==> src/rtl/alu_pkg.sv <==
// Shared ALU opcode map, legality helpers and driver FSM encoding.
package alu_pkg;

  localparam int unsigned ALU_OP_AND     = 32'h0;
  localparam int unsigned ALU_OP_OR      = 32'h1;
  localparam int unsigned ALU_OP_NOR     = 32'h2;
  localparam int unsigned ALU_OP_XOR     = 32'h3;
  localparam int unsigned ALU_OP_ADD     = 32'h4;
  localparam int unsigned ALU_OP_SUB     = 32'h5;
  localparam int unsigned ALU_OP_MULT    = 32'h6;
  localparam int unsigned ALU_OP_SLT     = 32'h7;
  localparam int unsigned ALU_OP_SRL     = 32'h8;
  localparam int unsigned ALU_OP_SLL     = 32'h9;
  localparam int unsigned ALU_OP_SRA     = 32'hA;
  localparam int unsigned ALU_OP_SHIFT_B = 32'hB;
  localparam int unsigned ALU_OP_LTZ     = 32'hC;
  localparam int unsigned ALU_OP_LEZ     = 32'hD;
  localparam int unsigned ALU_OP_GEZ     = 32'hE;
  localparam int unsigned ALU_OP_MAX     = 32'hE;

  typedef enum logic [1:0] {
    ST_IDLE  = 2'd0,
    ST_ISSUE = 2'd1,
    ST_RESP  = 2'd2
  } state_e;

  // Opcodes above ALU_OP_MAX are rejected without touching the ALU.
  function automatic logic op_is_legal(input logic [31:0] op);
    return op <= ALU_OP_MAX;
  endfunction

  // Only the shift group consumes a shift amount.
  function automatic logic op_uses_shamt(input logic [31:0] op);
    return (op >= ALU_OP_SRL) && (op <= ALU_OP_SHIFT_B);
  endfunction

endpackage

==> src/rtl/alu_driver.sv <==
// Sequential initiator: one request at a time, drives the ALU for a fixed
// latency, captures the result and holds it on a valid/ready response channel.
module alu_driver
  import alu_pkg::*;
#(
  parameter int unsigned DATA_WIDTH   = 32,
  parameter int unsigned CTRL_WIDTH   = 5,
  parameter int unsigned STATUS_WIDTH = 4,
  parameter int unsigned SHAMT_WIDTH  = 5,
  parameter int unsigned LATENCY      = 1
) (
  input  logic                      clk,
  input  logic                      rst,
  input  logic                      req_valid,
  output logic                      req_ready,
  input  logic [DATA_WIDTH-1:0]     req_a,
  input  logic [DATA_WIDTH-1:0]     req_b,
  input  logic [CTRL_WIDTH-1:0]     req_op,
  input  logic [SHAMT_WIDTH-1:0]    req_shamt,
  output logic                      alu_en_n,
  output logic [2*DATA_WIDTH-1:0]   alu_dataIn,
  output logic [CTRL_WIDTH-1:0]     alu_ctrl,
  output logic [SHAMT_WIDTH-1:0]    alu_shamt,
  input  logic [DATA_WIDTH-1:0]     alu_dataOut,
  input  logic [STATUS_WIDTH-1:0]   alu_status,
  input  logic [DATA_WIDTH-1:0]     alu_hi,
  input  logic [DATA_WIDTH-1:0]     alu_lo,
  output logic                      rsp_valid,
  input  logic                      rsp_ready,
  output logic [DATA_WIDTH-1:0]     rsp_data,
  output logic [STATUS_WIDTH-1:0]   rsp_status,
  output logic [DATA_WIDTH-1:0]     rsp_hi,
  output logic [DATA_WIDTH-1:0]     rsp_lo,
  output logic                      rsp_err,
  output logic                      busy
);

  localparam int unsigned CNT_W = (LATENCY > 1) ? $clog2(LATENCY) : 1;
  localparam logic [CNT_W-1:0] CNT_LOAD = CNT_W'(LATENCY - 1);

  state_e                    state_q, state_d;
  logic [CNT_W-1:0]          cnt_q, cnt_d;
  logic                      req_ready_q, req_ready_d;
  logic                      alu_en_n_q, alu_en_n_d;
  logic [2*DATA_WIDTH-1:0]   alu_data_in_q, alu_data_in_d;
  logic [CTRL_WIDTH-1:0]     alu_ctrl_q, alu_ctrl_d;
  logic [SHAMT_WIDTH-1:0]    alu_shamt_q, alu_shamt_d;
  logic                      rsp_valid_q, rsp_valid_d;
  logic [DATA_WIDTH-1:0]     rsp_data_q, rsp_data_d;
  logic [STATUS_WIDTH-1:0]   rsp_status_q, rsp_status_d;
  logic [DATA_WIDTH-1:0]     rsp_hi_q, rsp_hi_d;
  logic [DATA_WIDTH-1:0]     rsp_lo_q, rsp_lo_d;
  logic                      rsp_err_q, rsp_err_d;
  logic                      busy_q, busy_d;

  // Next-state and next-output logic; ALU-side outputs are nonzero only in ISSUE.
  always_comb begin
    state_d       = state_q;
    cnt_d         = cnt_q;
    req_ready_d   = req_ready_q;
    alu_en_n_d    = alu_en_n_q;
    alu_data_in_d = alu_data_in_q;
    alu_ctrl_d    = alu_ctrl_q;
    alu_shamt_d   = alu_shamt_q;
    rsp_valid_d   = rsp_valid_q;
    rsp_data_d    = rsp_data_q;
    rsp_status_d  = rsp_status_q;
    rsp_hi_d      = rsp_hi_q;
    rsp_lo_d      = rsp_lo_q;
    rsp_err_d     = rsp_err_q;

    case (state_q)
      ST_IDLE: begin
        req_ready_d = 1'b1;
        if (req_ready_q && req_valid) begin
          req_ready_d = 1'b0;
          if (op_is_legal(32'(req_op))) begin
            state_d       = ST_ISSUE;
            cnt_d         = CNT_LOAD;
            alu_en_n_d    = 1'b0;
            alu_data_in_d = {req_a, req_b};
            alu_ctrl_d    = req_op;
            alu_shamt_d   = op_uses_shamt(32'(req_op)) ? req_shamt : '0;
          end else begin
            state_d      = ST_RESP;
            rsp_valid_d  = 1'b1;
            rsp_err_d    = 1'b1;
            rsp_data_d   = '0;
            rsp_status_d = '0;
          end
        end
      end

      ST_ISSUE: begin
        if (cnt_q == '0) begin
          state_d      = ST_RESP;
          rsp_valid_d  = 1'b1;
          rsp_data_d   = alu_dataOut;
          rsp_status_d = alu_status;
          rsp_err_d    = 1'b0;
          if (32'(alu_ctrl_q) == ALU_OP_MULT) begin
            rsp_hi_d = alu_hi;
            rsp_lo_d = alu_lo;
          end
          alu_en_n_d    = 1'b1;
          alu_data_in_d = '0;
          alu_ctrl_d    = '0;
          alu_shamt_d   = '0;
        end else begin
          cnt_d = cnt_q - CNT_W'(1);
        end
      end

      ST_RESP: begin
        if (rsp_ready) begin
          state_d     = ST_IDLE;
          rsp_valid_d = 1'b0;
          req_ready_d = 1'b1;
        end
      end

      default: begin
        state_d       = ST_IDLE;
        req_ready_d   = 1'b0;
        alu_en_n_d    = 1'b1;
        alu_data_in_d = '0;
        alu_ctrl_d    = '0;
        alu_shamt_d   = '0;
        rsp_valid_d   = 1'b0;
      end
    endcase

    busy_d = (state_d != ST_IDLE);
  end

  // State and output registers with synchronous active-low reset.
  always_ff @(posedge clk) begin
    if (!rst) begin
      state_q       <= ST_IDLE;
      cnt_q         <= '0;
      req_ready_q   <= 1'b0;
      alu_en_n_q    <= 1'b1;
      alu_data_in_q <= '0;
      alu_ctrl_q    <= '0;
      alu_shamt_q   <= '0;
      rsp_valid_q   <= 1'b0;
      rsp_data_q    <= '0;
      rsp_status_q  <= '0;
      rsp_hi_q      <= '0;
      rsp_lo_q      <= '0;
      rsp_err_q     <= 1'b0;
      busy_q        <= 1'b0;
    end else begin
      state_q       <= state_d;
      cnt_q         <= cnt_d;
      req_ready_q   <= req_ready_d;
      alu_en_n_q    <= alu_en_n_d;
      alu_data_in_q <= alu_data_in_d;
      alu_ctrl_q    <= alu_ctrl_d;
      alu_shamt_q   <= alu_shamt_d;
      rsp_valid_q   <= rsp_valid_d;
      rsp_data_q    <= rsp_data_d;
      rsp_status_q  <= rsp_status_d;
      rsp_hi_q      <= rsp_hi_d;
      rsp_lo_q      <= rsp_lo_d;
      rsp_err_q     <= rsp_err_d;
      busy_q        <= busy_d;
    end
  end

  assign req_ready  = req_ready_q;
  assign alu_en_n   = alu_en_n_q;
  assign alu_dataIn = alu_data_in_q;
  assign alu_ctrl   = alu_ctrl_q;
  assign alu_shamt  = alu_shamt_q;
  assign rsp_valid  = rsp_valid_q;
  assign rsp_data   = rsp_data_q;
  assign rsp_status = rsp_status_q;
  assign rsp_hi     = rsp_hi_q;
  assign rsp_lo     = rsp_lo_q;
  assign rsp_err    = rsp_err_q;
  assign busy       = busy_q;

endmodule

==> config.mk <==
export PLATFORM = sky130hd
export DESIGN_NAME = alu_driver
export DESIGN_NICKNAME = d
export VERILOG_FILES = /design/src/rtl/alu_pkg.sv /design/src/rtl/alu_driver.sv
export SDC_FILE = /design/constraint.sdc
export NUM_CORES = 1
export LEC_CHECK = 0
export ABC_AREA = 1
export BUFFER_PORTS_ARGS = -buffer_cell sky130_fd_sc_hd__buf_2
export CAP_MARGIN = 0
export CORE_AREA = 2 2 138 140
export CTS_BUF_LIST = sky130_fd_sc_hd__clkbuf_4 sky130_fd_sc_hd__clkbuf_8
export DETAILED_ROUTE_END_ITERATION = 10
export DIE_AREA = 0 0 140 142
export PLACE_DENSITY = 0.67
export SYNTH_ARGS = -nofsm -noshare
export SYNTH_HDL_FRONTEND = slang
export SYNTH_SLANG_ARGS = --single-unit
==> constraint.sdc <==
create_clock -name clk -period 1.8 [get_ports clk]
set_input_delay 0.18 -clock clk [delete_from_list [all_inputs] [get_ports clk]]
set_output_delay 0.18 -clock clk [all_outputs]
set_load 0.1 [all_outputs]
==> impl_metrics.json <==
{
  "syn_nets": 1000,
  "cts.clk_slew.worst_paths_ps": 110,
  "finalWorstPathRequiredPeriod_ps": 1590,
  "preCtsSetupSlack_ps": 321,
  "final_min_period_over_clock_period": 0.886,
  "syn2layout_area_growth_pct": 61.3,
  "ys_top_cells_by_area": "sky130_fd_sc_hd__dfxtp_1 (55%), sky130_fd_sc_hd__nand2_1 (11%), sky130_fd_sc_hd__nor2_1 (7.9%)",
  "synth_area_leader_cell": "sky130_fd_sc_hd__dfxtp_1",
  "die_height_um": 142,
  "avgRoutedWirePerCell_um": 14.5,
  "result_of_the_run": "finished, violations left",
  "slowest_delay_ps": 550,
  "endpoint_kind": "flop",
  "post_synth.cell_area_avg_um2": 7.99,
  "drtPass1Iterations": 9,
  "power_per_cell_area_mw_per_mm2": 802,
  "total_grt_usage": 0.221,
  "timing.max_cap.violations": 0,
  "data_required_time_of_the_critical_path_ps": 2190,
  "floorplan.die.width_um": 140,
  "ys_types": 26,
  "finalWorstSetupSlack_ps": 206,
  "yosys_register_bits": 181,
  "place.gp.congestion": 0.780,
  "timing.critical_path.depth": 9,
  "timing.hold.worst_path_depth": 5,
  "final-seq-area_mm2": 0.00363,
  "initial_core_utilization": 0.356,
  "root_buffer": "sky130_fd_sc_hd__clkbuf_8",
  "post-cts-setup-buffer-count": 0,
  "n_fill_cell": 1601,
  "yosysSeqAreaShare": 0.552,
  "synth-edff-count": 0,
  "detailedPlacementHpwl_um": 13800,
  "dr_drc_count": 22,
  "largest_net_degree_at_the_start_of_global_routing": 102,
  "finalNetCount": 1502,
  "route.final.wire_length_um": 22800,
  "globalRoute.totalOverflow": 0,
  "post-synth-top-area-fraction": 0.552,
  "finalSetupViolCount": 0,
  "failing_checks": "DRC",
  "maxSlewHeadroom": 0.633,
  "synth-main-ff-cell": "sky130_fd_sc_hd__dfxtp_1",
  "grt_setup_unrepaired": "no",
  "final_antenna_violating_net_count": 0,
  "cp_max_fo": 35,
  "slowest_stage_cell_crit_path": "sky130_fd_sc_hd__dlygate4sd3_1",
  "global_route_wire_length_before_repair_um": 35600,
  "reg2reg_depth": 7,
  "crit_path_cell_trace": "dlygate4sd3_1, buf_2, nand2_1, nor2_4, o21bai_1, nand2_2, buf_12, nand2_1, a21oi_1",
  "final_common_cell": "sky130_fd_sc_hd__buf_2",
  "final_cell_area_mm2": 0.0106,
  "dr_total_vias": 7402,
  "via_cell_ratio": 4.71,
  "startpoint_type": "input pin",
  "crit_path_frequent_cell": "sky130_fd_sc_hd__nand2_1",
  "worst-endpoint-arrival_ps": 1980,
  "leakage_power_total_nw": 5.01,
  "synth.cell_area_mm2": 0.00657,
  "clock_latency_ps": 450,
  "placed_area_mm2": 0.00852,
  "worst_path_dominant_cell_family": "buffers and inverters",
  "timing.final.hold_violations": 0,
  "number_of_global_route_vias_before_repair": 7245,
  "cts_tree": "done",
  "grt_antenna_before_repair": 1,
  "initial_drt_markers": 463,
  "cts-root-to-sink-buffers": 2,
  "report.final.slew_viol_count": 0,
  "setup_total_negative_slack_ps": 0,
  "core_area_mm2": 0.0185,
  "worst_slew_pin_slew_ps": 554,
  "cts_inserted_buffers": 17,
  "htree_levels": 4,
  "num_rows": 50,
  "drive_above_1_share": 0.324,
  "holdCritPathClass": "input pin to flop",
  "criticalPathCategory": "input pin to flop",
  "synthesis.instances": 822,
  "max_freq_mhz": 627,
  "timing.clock.skew_ps": 17.4,
  "hold-worst-slack_ps": 28.0,
  "die_area_mm2": 0.0199,
  "synthArstFlopShare": 0,
  "ys.warnings.count": 0,
  "path_buf_inv": 3,
  "max-vdd-ir-drop_mv": 0.517,
  "top_level_ports": 357,
  "clock-sinks": 181,
  "commonest_cells_after_routing_fill_and_taps_aside": "sky130_fd_sc_hd__buf_2 (356), sky130_fd_sc_hd__nand2_1 (184), sky130_fd_sc_hd__dfxtp_1 (177)",
  "multiInputGateArea_mm2": 0.00251,
  "placement.io_buffers": 356
}
final cells by class:
type | instances | share of cell area
Sequential cell | 181 | 0.343
Antenna cell | 1 | 0.000236
Clock inverter | 14 | 0.0156
Clock buffer | 17 | 0.0221
Tap cell | 234 | 0.0276
Timing Repair Buffer | 539 | 0.348
Multi-Input combinational cell | 566 | 0.237
Inverter | 19 | 0.00685
report_power, final:
part	leakage, nW	switching (mW)	internal, mW
registers	1.46	0.0418	4.08
clock network	0.193	1.65	1.16
logic	3.36	1.01	0.555
through the flow:
step                power (mW)  utilization  cells
finish                    8.50        0.574   1571
global route              8.84        0.574   1571
CTS                       8.55        0.574   1570
detailed placement        5.48        0.462   1372
global placement          5.47        0.462   1372
floorplan                 5.10            -    822
flip-flops by register name, indices dropped and copies added (netlist names), 2 cells and up:
signal and flops:
rsp_lo 32, alu_shamt 5, rsp_data 32, alu_dataIn 64, state_q 2, alu_ctrl 5, rsp_status 4, rsp_hi 32
worst reg2reg max path, cell delays in order, from the launching register on:
cell	delay [ps]
sky130_fd_sc_hd__dfxtp_1	360
sky130_fd_sc_hd__inv_2	90
sky130_fd_sc_hd__nand2_4	70
sky130_fd_sc_hd__o21bai_1	180
sky130_fd_sc_hd__nand2_2	240
sky130_fd_sc_hd__buf_12	240
sky130_fd_sc_hd__nand2_1	90
sky130_fd_sc_hd__a21oi_1	150
routing by layer:
metal  global-route usage  vias to the layer above  routed length, um
li1                     -                     3653                  -
met1                0.252                     3365               9090
met2                0.387                      320              11200
met3               0.0599                       64               1620
met4                0.104                        0                874
met5                    0                        -                  0
final timing paths:
path / start / to / slack [ps]
setup / recovery: req_op[0] / alu_dataIn[28]$_SDFFE_PN0P_ / 210
setup reg to reg: state_q[1]$_SDFF_PN0_ / alu_dataIn[28]$_SDFFE_PN0P_ / 330
hold reg to reg: rsp_valid$_SDFFE_PN0P_ / rsp_valid$_SDFFE_PN0P_ / 460
hold / removal: req_shamt[1] / alu_shamt[1]$_SDFFE_PN0P_ / 30
kinds of logic after synthesis:
kind of cell    share of synthesized area
flops                               0.552
buf+inv                            0.0669
compound gates                      0.111
simple gates                        0.271
repair_timing:
| action | 4_1_cts | 5_1_grt |
|---|---|---|
| endpoints found under the setup margin | 0 | 0 |
| hold buffers | 167 | 0 |
| endpoints found under the hold margin | 167 | 0 |
| gates resized for setup | 0 | 0 |
cell usage after synthesis, types with 3 or more instances:
master / count
sky130_fd_sc_hd__inv_1: 12
sky130_fd_sc_hd__dfxtp_1: 181
sky130_fd_sc_hd__buf_4: 4
sky130_fd_sc_hd__clkbuf_2: 5
sky130_fd_sc_hd__a21oi_1: 79
sky130_fd_sc_hd__buf_6: 17
sky130_fd_sc_hd__inv_2: 5
sky130_fd_sc_hd__clkbuf_1: 22
sky130_fd_sc_hd__nand4_1: 3
sky130_fd_sc_hd__buf_2: 6
sky130_fd_sc_hd__nand2_1: 186
sky130_fd_sc_hd__nor2_1: 139
sky130_fd_sc_hd__nand2_2: 11
sky130_fd_sc_hd__nand3_1: 72
sky130_fd_sc_hd__o21ai_0: 56
sky130_fd_sc_hd__o21ai_1: 9
Power figures use the tool's default switching activity.
